File: src/rtl/matrix_pkg.sv
// Shared definitions for the matrix loader and the downstream OR-reduction stage.
// MATRIX_ROWS/MATRIX_COLS are the default frame geometry; row_t and matrix_t describe
// one frame, and flatten() produces the bit layout used on the frame bus
// (row r at bits [r*COLS +: COLS]).
package matrix_pkg;

    localparam int MATRIX_ROWS = 16;
    localparam int MATRIX_COLS = 16;

    typedef logic [MATRIX_COLS-1:0] row_t;
    typedef row_t [MATRIX_ROWS-1:0] matrix_t;

    // Width of a row index; a single-row frame still needs a one-bit index
    function automatic int idxWidth(input int n);
        return (n < 2) ? 1 : $clog2(n);
    endfunction

    // Pack a frame into the flat bus layout, row 0 in the least significant bits
    function automatic logic [MATRIX_ROWS*MATRIX_COLS-1:0] flatten(input matrix_t m);
        logic [MATRIX_ROWS*MATRIX_COLS-1:0] flat;
        flat = '0;
        for (int r = 0; r < MATRIX_ROWS; r++) begin
            flat[r*MATRIX_COLS +: MATRIX_COLS] = m[r];
        end
        return flat;
    endfunction

endpackage

File: src/rtl/matrix_bank.sv
// One ROWS x COLS frame store: synchronous single-row write, synchronous clear,
// and the whole frame visible at once on a flat read port.
module matrix_bank
    import matrix_pkg::*;
#(
    parameter int ROWS = MATRIX_ROWS,
    parameter int COLS = MATRIX_COLS,
    parameter int RW   = idxWidth(ROWS)
) (
    input  logic                 clk,
    input  logic                 clr_i,
    input  logic                 we_i,
    input  logic [RW-1:0]        row_i,
    input  logic [COLS-1:0]      data_i,
    output logic [ROWS*COLS-1:0] matrix_o
);

    logic [ROWS-1:0][COLS-1:0] bankRows_q;

    // Clear wins over a write so a reset never leaves stale rows behind
    always_ff @(posedge clk) begin
        if (clr_i) begin
            bankRows_q <= '0;
        end else if (we_i) begin
            bankRows_q[row_i] <= data_i;
        end
    end

    assign matrix_o = bankRows_q;

endmodule

File: src/rtl/matrix_row_loader.sv
// Collects ROWS row words into a frame and hands complete frames downstream.
// Two banks ping-pong: one fills while the other is held for the consumer, so the
// input keeps taking one row per clock as long as a bank is free.
// Optional build macro: MATRIX_ROW_LOADER_LAST_CHECK_EN adds an s_last framing check
// (err_cnt / err_sticky); without it those outputs are tied to zero.
module matrix_row_loader
    import matrix_pkg::*;
#(
    parameter int ROWS = MATRIX_ROWS,
    parameter int COLS = MATRIX_COLS
) (
    input  logic                 clk,
    input  logic                 rst,
    input  logic [COLS-1:0]      s_row,
    input  logic                 s_valid,
    input  logic                 s_last,
    output logic                 s_ready,
    output logic [ROWS*COLS-1:0] m_matrix,
    output logic                 m_valid,
    input  logic                 m_ready,
    output logic [15:0]          frame_cnt,
    output logic [7:0]           err_cnt,
    output logic                 err_sticky
);

    localparam int RW = idxWidth(ROWS);
    localparam logic [RW-1:0] LAST_ROW = RW'(ROWS - 1);

    logic                 wrSel_q, wrSel_d;
    logic                 rdSel_q, rdSel_d;
    logic [RW-1:0]        wrRow_q, wrRow_d;
    logic [1:0]           full_q, full_d;
    logic [15:0]          frameCnt_q, frameCnt_d;
    logic                 accept;
    logic                 consume;
    logic                 rowIsLast;
    logic [1:0]           bankWe;
    logic [ROWS*COLS-1:0] bankData [2];

    // Ready depends only on registered state, never on m_ready or s_valid
    assign s_ready   = !rst && !full_q[wrSel_q];
    assign accept    = s_valid && s_ready;
    assign m_valid   = full_q[rdSel_q];
    assign consume   = m_valid && m_ready;
    assign rowIsLast = (wrRow_q == LAST_ROW);
    assign m_matrix  = bankData[rdSel_q];
    assign frame_cnt = frameCnt_q;
    assign bankWe[0] = accept && !wrSel_q;
    assign bankWe[1] = accept &&  wrSel_q;

    for (genvar b = 0; b < 2; b++) begin : gBank
        matrix_bank #(
            .ROWS (ROWS),
            .COLS (COLS),
            .RW   (RW)
        ) uBank (
            .clk      (clk),
            .clr_i    (rst),
            .we_i     (bankWe[b]),
            .row_i    (wrRow_q),
            .data_i   (s_row),
            .matrix_o (bankData[b])
        );
    end

    // Bank bookkeeping and frame counter registers
    always_ff @(posedge clk) begin
        if (rst) begin
            wrSel_q    <= 1'b0;
            rdSel_q    <= 1'b0;
            wrRow_q    <= '0;
            full_q     <= 2'b00;
            frameCnt_q <= 16'd0;
        end else begin
            wrSel_q    <= wrSel_d;
            rdSel_q    <= rdSel_d;
            wrRow_q    <= wrRow_d;
            full_q     <= full_d;
            frameCnt_q <= frameCnt_d;
        end
    end

    // Completion and consume always touch different banks, so both may apply in one cycle
    always_comb begin
        wrSel_d    = wrSel_q;
        rdSel_d    = rdSel_q;
        wrRow_d    = wrRow_q;
        full_d     = full_q;
        frameCnt_d = frameCnt_q;
        if (accept) begin
            if (rowIsLast) begin
                wrRow_d         = '0;
                full_d[wrSel_q] = 1'b1;
                wrSel_d         = !wrSel_q;
            end else begin
                wrRow_d = wrRow_q + RW'(1);
            end
        end
        if (consume) begin
            full_d[rdSel_q] = 1'b0;
            rdSel_d         = !rdSel_q;
            frameCnt_d      = frameCnt_q + 16'd1;
        end
    end

`ifdef MATRIX_ROW_LOADER_LAST_CHECK_EN
    logic [7:0] errCnt_q, errCnt_d;
    logic       errSticky_q, errSticky_d;
    logic       lastMismatch;

    assign lastMismatch = accept && (s_last != rowIsLast);
    assign err_cnt      = errCnt_q;
    assign err_sticky   = errSticky_q;

    // Count framing mismatches, saturating so a broken producer cannot wrap the count
    always_comb begin
        errCnt_d    = errCnt_q;
        errSticky_d = errSticky_q;
        if (lastMismatch) begin
            errSticky_d = 1'b1;
            if (errCnt_q != 8'hFF) begin
                errCnt_d = errCnt_q + 8'd1;
            end
        end
    end

    // Error registers are cleared only by reset
    always_ff @(posedge clk) begin
        if (rst) begin
            errCnt_q    <= 8'd0;
            errSticky_q <= 1'b0;
        end else begin
            errCnt_q    <= errCnt_d;
            errSticky_q <= errSticky_d;
        end
    end
`else
    logic unusedLast;

    assign unusedLast = s_last;
    assign err_cnt    = 8'd0;
    assign err_sticky = 1'b0;
`endif

endmodule
File: config.mk
export PLATFORM = sky130hd
export DESIGN_NAME = matrix_row_loader
export DESIGN_NICKNAME = d
export VERILOG_FILES = /design/src/rtl/matrix_pkg.sv /design/src/rtl/matrix_bank.sv /design/src/rtl/matrix_row_loader.sv
export SDC_FILE = /design/constraint.sdc
export NUM_CORES = 1
export LEC_CHECK = 0
export BUFFER_PORTS_ARGS = -buffer_cell sky130_fd_sc_hd__buf_2
export CAP_MARGIN = 25
export CORE_MARGIN = 10
export CORE_UTILIZATION = 52
export CTS_CLUSTER_SIZE = 16
export DETAILED_ROUTE_END_ITERATION = 8
export PLACE_DENSITY = 0.76
export SKIP_CTS_REPAIR_TIMING = 1
export SYNTH_ARGS = -nofsm -noshare
export SYNTH_HDL_FRONTEND = slang
export SYNTH_SLANG_ARGS = --single-unit
File: constraint.sdc
create_clock -name clk -period 2.2 [get_ports clk]
set_input_delay 0.11 -clock clk [delete_from_list [all_inputs] [get_ports clk]]
set_output_delay 0.11 -clock clk [all_outputs]
set_load 0.05 [all_outputs]
==> summary.md, run 1 <==
| Metric | Value |
|---|---|
| Startpoint types | flip-flop |
| Vias in the first global route | 16300 |
| Avg WL per Cell | 20.3 µm |
| Failing checks | setup timing |
| Max Root-Sink Buffers | 3 |
| Worst-skew pair later-pin latency | 620 ps |
| MaxCap Viol Count | 0 |
| Clock power frac | 0.469 |
| Initial Util | 0.529 |
| Seq/Total Area, Yosys | 0.468 |
| Area growth syn-to-layout | 17.6% |
| CP max-delay cell | dfxtp_4 |
| Area of placed instances | 25000 µm² |
| Synth Register Bits | 536 |
| Reg power frac | 0.492 |
| Max Slew Vio Count | 0 |
| Status | finished with violations |
| DRT iter0 DRCs | 1303 |
| Worst-path cell chain | buf_16 -> mux2_2 -> buf_2 |
| Post-route antenna net violation count | 0 |
| Via count | 16500 |
| Largest net degree at the start of global routing | 239 |
| Initial antenna violation count | 1 |
| Lkg Pwr | 11.0 nW |
| Switching power | 4.41 mW |
| Syn Area/Cell | 10.4 µm² |
| Final setup margin | -100 ps |
| Async SR Flop Fraction | 0 |
| Hold slack | 16.6 ps |
| Final min period | 2300 ps |
| Post-Syn Area | 22900 µm² |
| Drt pass-1 iters | 5 |
| Worst Hold Class | in -> reg |
| Number of fillers in the final layout | 3487 |
| First-pass GRT wire length | 94200 µm |
| Routability congestion estimate | 0.775 |
| RSZ-0062 raised after global routing | true |
| GRT overflow | 0 |
| DRC Markers | 0 |
| Overall Power | 19.8 mW |
| Peak supply drop | 0.569 mV |
| Max Clock Skew | 19.4 ps |
| I/O Buffers | 293 |
| CP Buf/Inv Count | 2 |
| Int Pwr | 15.4 mW |
| Die Wd | 230 µm |
| Comb pwr share | 0.039 |
| Final hold violation count | 0 |
| CTS tree | built |
| # IOs | 304 |
| HPWL after DPL | 38700 µm |
| Core area | 43400 µm² |
| Slowest stage delay, CP | 480 ps |
| Yosys warns | 0 |
| Worst Path Arrival | 2190 ps |
| CTS Buf Count | 54 |
| CP Max Fanout | 76 |
| Share of cells above drive strength 1 | 0.298 |
| Largest delay share family, worst path | buffers and inverters |
| Final setup fails | 133 |
| Clock slew at reported path FFs | 60 ps |
| Most used DFF post-synth | dfxtp_1 |
| Cells after synthesis | 2196 |
| Fin crit share | 1.05 |
| Worst slew margin | 0.180 |
| Final setup TNS | -5350 ps |
| Worst EP required | 2090 ps |
| Num rows | 76 |
| H-tree levels | 2 |
| Height of the chip | 230 µm |
| Fmax | 435 MHz |
| Worst-margin pin slew | 1230 ps |
| Worst setup EP type | primary output |
| Final Cell Area | 27000 µm² |
| WS Path Type | reg -> out |
| GRT Total Usage | 0.222 |
| Net Sw Frac | 0.223 |
| Clock root buffer | clkbuf_16 |
| Die Area | 52900 µm² |
| EDFF count, synth | 0 |
| Post-Route WL | 61800 µm |
| Vias per cell | 5.42 |
| Pwr Density | 735 nW/µm² |
| Number of library cell types mapped by synthesis | 40 |
| CTS Sinks | 536 |
| Nets@finish | 2447 |
## cells in the final DEF, fill, tap and decap left out, drive strengths merged, types with 3 or more instances in the layout
| master | count |
|---|---|
| conb | 9 |
| bufinv | 3 |
| clkinv | 6 |
| or3 | 4 |
| dlygate4sd3 | 3 |
| nand2 | 77 |
| mux2i | 481 |
| o31ai | 4 |
| nand3 | 9 |
| clkbuf | 86 |
| xor2 | 8 |
| dfxtp | 536 |
| buf | 357 |
| nand4 | 4 |
| mux2 | 259 |
| a21oi | 47 |
| nor2 | 493 |
| nor3 | 29 |
| nand2b | 5 |
| inv | 6 |
| ha | 5 |
| o21ai | 5 |
| or4 | 8 |
## final timing paths
check                                                               start                                         to  cells after the start  slack (ps)
worst max-delay path                                 rdSel_q$_SDFFE_PP0P_                               m_matrix[77]                      3        -100
worst min-delay path                                            s_row[13]  gBank[1].uBank.matrix_o[253]$_SDFFE_PP0P_                      4          20
worst max register to register                    wrRow_q[0]$_SDFFE_PP0N_  gBank[0].uBank.matrix_o[113]$_SDFFE_PP0P_                      6          90
worst min register to register  gBank[1].uBank.matrix_o[253]$_SDFFE_PP0P_  gBank[1].uBank.matrix_o[253]$_SDFFE_PP0P_                      2         450
## area by class of cell
type / instances / area [µm²] / area share
antenna: 1 / 2.50 / 0.0000928
clock inverter: 13 / 164 / 0.00608
tap: 585 / 732 / 0.0271
inverter: 4 / 15.0 / 0.000557
sequential: 536 / 10700 / 0.398
clock buffer: 84 / 1660 / 0.0614
multi-input combinational: 1463 / 11100 / 0.412
timing repair buffer: 362 / 2550 / 0.0946
## stage by stage
| stage | setup slack [ps] | instances | util |
|---|---|---|---|
| after floorplan | 159 | 2204 | - |
| after global placement | 232 | 2945 | 0.577 |
| after detailed placement | 46.2 | 2945 | 0.577 |
| after CTS | -166 | 3042 | 0.619 |
| after global routing | -124 | 3048 | 0.622 |
| final | -100 | 3048 | 0.622 |
## cells by family (layout without fill, tap and decap cells)
family | count (synthesis) | count (layout) | share of synthesized area
adder cells (fa/ha/maj) | 5 | 5 | 0.00273
flip-flops | 536 | 536 | 0.468
XOR/XNOR | 9 | 9 | 0.00344
AND/OR/NAND/NOR | 642 | 642 | 0.125
AO/OA/AOI/OAI | 58 | 58 | 0.0134
other | 1 | 10 | 0.000164
multiplexers | 740 | 740 | 0.337
buffers and inverters | 205 | 463 | 0.0499
## synthesized netlist by cell type (all sizes together), types with 5 or more instances
library cell	number	area (µm²)
buf	84	691
mux2i	481	4810
or4	8	60.1
nor3	29	437
a21oi	47	235
mux2	259	2920
o21ai	5	25.0
xor2	8	70.1
nand3	9	45.0
nor2	493	1850
ha	5	62.6
dfxtp	536	10700
nand2	77	289
clkbuf	117	439
nand2b	5	31.3
## state kept, by name, summed over array words and instances, names as in the netlist
signal                cells
frame_cnt                16
rdSel_q                   1
gBank.uBank.matrix_o    512
wrRow_q                   4
full_q                    2
wrSel_q                   1
## worst reg2reg max path, stage by stage (launching register included)
cell	delay [ps]
dfxtp_1	420
ha_2	250
nand3b_1	190
or4_1	540
buf_4	250
mux2i_1	230
nor2_1	80
## layer usage
| metal | share of wire | vias up | GRT usage |
|---|---|---|---|
| met5 | 0 | - | 0 |
| met4 | 0.024 | 0 | 0.0664 |
| met3 | 0.057 | 94 | 0.0454 |
| met2 | 0.48 | 462 | 0.362 |
| met1 | 0.44 | 8085 | 0.290 |
| li1 | - | 7867 | - |
## power groups by stage
stage / sequential (mW) / combinational, mW / clock (mW)
2_1_floorplan: 9.95 / 0.523 / 0
3_3_place_gp: 9.95 / 0.746 / 0
3_5_place_dp: 9.96 / 0.765 / 0
4_1_cts: 9.74 / 0.766 / 9.45
5_1_grt: 9.74 / 0.812 / 9.83
6_report: 9.74 / 0.774 / 9.29
Note: power is estimated with default switching activity, not from simulation.
==> run 2: changes to the inputs <==
Settings changed: CTS_BUF_LIST from default to sky130_fd_sc_hd__clkbuf_16.
==> summary.md, run 2 (synthesized netlist as in run 1, its figures left out) <==
| Metric | Value |
|---|---|
| Status | finished with violations |
| Failing checks | setup timing |
| Worst-margin pin slew | 1160 ps (-74.1 ps) |
| Seq. cell area | 10700 µm² (unchanged) |
| Avg WL per Cell | 20.2 µm (-0.45%) |
| Via count | 16600 (+0.30%) |
| CTS tree | built |
| CTS Sinks | 536 (unchanged) |
| Max Slew Vio Count | 0 (unchanged) |
| Core area | 43400 µm² (unchanged) |
| Cells on worst reg2reg path | 6 (unchanged) |
| Worst Path Arrival | 2190 ps (about the same) |
| Hold depth | 4 (unchanged) |
| Peak supply drop | 0.561 mV (-1.4%) |
| DR top layer | met4 |
| Worst slew margin | 0.229 (+0.0494) |
| Final setup fails | 153 (+15%) |
| Height of the chip | 230 µm (unchanged) |
| Slowest stage delay, CP | 480 ps (about the same) |
| Fin crit share | 1.04 (-0.00129) |
| Commonest cells after routing, fill and taps aside | 535 x dfxtp_1, 493 x nor2_1, 481 x mux2i_1 |
| Lkg Pwr | 11.0 nW (-0.42%) |
| Post-Layout Cell Count | 3048 (unchanged) |
| Worst Hold Class | in -> reg |
| Pwr Density | 714 nW/µm² (-2.9%) |
| Post-route antenna net violation count | 0 (unchanged) |
| R2R Path End | gBank[0].uBank.matrix_o[113]$_SDFFE_PP0P_ |
| I/O Buffers | 293 (unchanged) |
| Drt pass-1 iters | 5 (unchanged) |
| Clock root buffer | clkbuf_16 |
| Number of fillers in the final layout | 3504 (+0.49%) |
| CP Max Fanout | 76 (unchanged) |
| Worst-path cell chain | buf_16 -> mux2_2 -> buf_2 |
| Max Root-Sink Buffers | 3 (unchanged) |
| H-tree levels | 2 (unchanged) |
| Hold path startpoint | s_row[13] |
| Final setup margin | -97.3 ps (+2.83 ps) |
| Startpoint types | flip-flop |
| RSZ-0062 raised after global routing | true |
| Routability congestion estimate | 0.775 (unchanged) |
| Hold endpoint | gBank[1].uBank.matrix_o[253]$_SDFFE_PP0P_ |
| Clock slew at reported path FFs | 60 ps (about the same) |
| MaxCap Viol Count | 0 (unchanged) |
| GRT overflow | 0 (unchanged) |
| Final min period | 2300 ps (-2.83 ps) |
| First-pass GRT wire length | 93800 µm (-0.45%) |
| HPWL after DPL | 38700 µm (unchanged) |
| Share of cells above drive strength 1 | 0.291 (-0.00690) |
| CP Launch Point | rdSel_q$_SDFFE_PP0P_ |
| Most common cell after layout, fill and taps aside | dfxtp_1 |
| Area growth syn-to-layout | 16.8% |
| DRC Markers | 0 (unchanged) |
| Vias per cell | 5.43 (+0.30%) |
| Worst-skew pair later-pin latency | 620 ps (about the same) |
| # IOs | 304 (unchanged) |
| DRT iter0 DRCs | 1220 (-6.4%) |
| Die Wd | 230 µm (unchanged) |
| Worst EP required | 2090 ps (about the same) |
| DR WL met2 | 29300 µm (-0.68%) |
| Worst slack, placed | 46.2 ps (unchanged) |
| Num rows | 76 (unchanged) |
| Die Area | 52900 µm² (unchanged) |
| Fmax | 435 MHz (+0.12%) |
| CP max-delay cell | dfxtp_4 |
| Number of flip-flops in the largest register | 512 (unchanged) |
| GRT Total Usage | 0.221 (-0.000994) |
| Initial Util | 0.529 (unchanged) |
| Routed length on met3 | 3800 µm (+7.9%) |
| WS Path Type | reg -> out |
| Initial antenna violation count | 1 (unchanged) |
| Max Clock Skew | 20.7 ps (+1.30 ps) |
| RR Startpoint | wrRow_q[1]$_SDFFE_PP0N_ |
| Nets@finish | 2447 (unchanged) |
| CTS Buf Count | 54 (unchanged) |
| Largest net degree at the start of global routing | 239 (unchanged) |
| Multi-input logic area | 11100 µm² (about the same) |
| Worst setup EP type | primary output |
| Final hold violation count | 0 (unchanged) |
| Placed cell count | 2945 (unchanged) |
| R2R setup slack | 80 ps (about the same) |
| WL met1 | 26900 µm (-1.1%) |
| Vias in the first global route | 16200 (-0.25%) |
| Post-Route WL | 61500 µm (-0.45%) |
-- run 2: power breakdown --
part	switching, mW	internal, mW	total (mW)
registers	0.0132	9.73	9.74
logic	0.614	0.157	0.771
clock network	3.75	4.85	8.60
total	4.37	14.7	19.1
-- run 2: critical path, delay by kind of cell (launching register included) --
family	cells	cell delay, ps
mux	1	420
buf+inv	2	590
flops	1	480
-- run 2: worst max-delay path by stage --
stage / to / depth (start not counted) / slack (ps)
3_5_place_dp: gBank[0].uBank.matrix_o[113]$_SDFFE_PP0P_ / 6 / 50
2_1_floorplan: gBank[0].uBank.matrix_o[69]$_SDFFE_PP0P_ / 7 / 160
5_1_grt: m_matrix[77] / 3 / -120
6_report: m_matrix[77] / 3 / -100
3_3_place_gp: gBank[0].uBank.matrix_o[117]$_SDFFE_PP0P_ / 6 / 230
4_1_cts: m_matrix[126] / 3 / -160
-- run 2: cell type report --
cell class / instances / share of cell area
flip-flops and latches: 536 / 0.401
clock buffers: 55 / 0.0514
diodes: 1 / 0.0000934
repair buffers: 362 / 0.0952
inverters: 4 / 0.000561
well taps: 585 / 0.0273
clock inverters: 42 / 0.0102
multi-input cells: 1463 / 0.414
-- run 2: stage by stage --
step | cell area [µm²] | TNS (ps) | hold WS (ps) | total power, mW | util
finish | 26800 | -5300 | 12.0 | 19.1 | 0.618
global route | 26800 | -15040 | 15.5 | 19.7 | 0.618
CTS | 26700 | -13390 | -321 | 19.3 | 0.615
detailed placement | 25000 | 0 | 331 | 10.7 | 0.577
global placement | 25000 | 0 | 317 | 10.7 | 0.577
floorplan | 23000 | 0 | 257 | 10.5 | -
-- run 2: metal layers --
layer	track usage	vias to the layer above
met1	0.290	8082
met5	0	-
met4	0.0652	0
li1	-	7859
met3	0.0453	97
met2	0.360	519
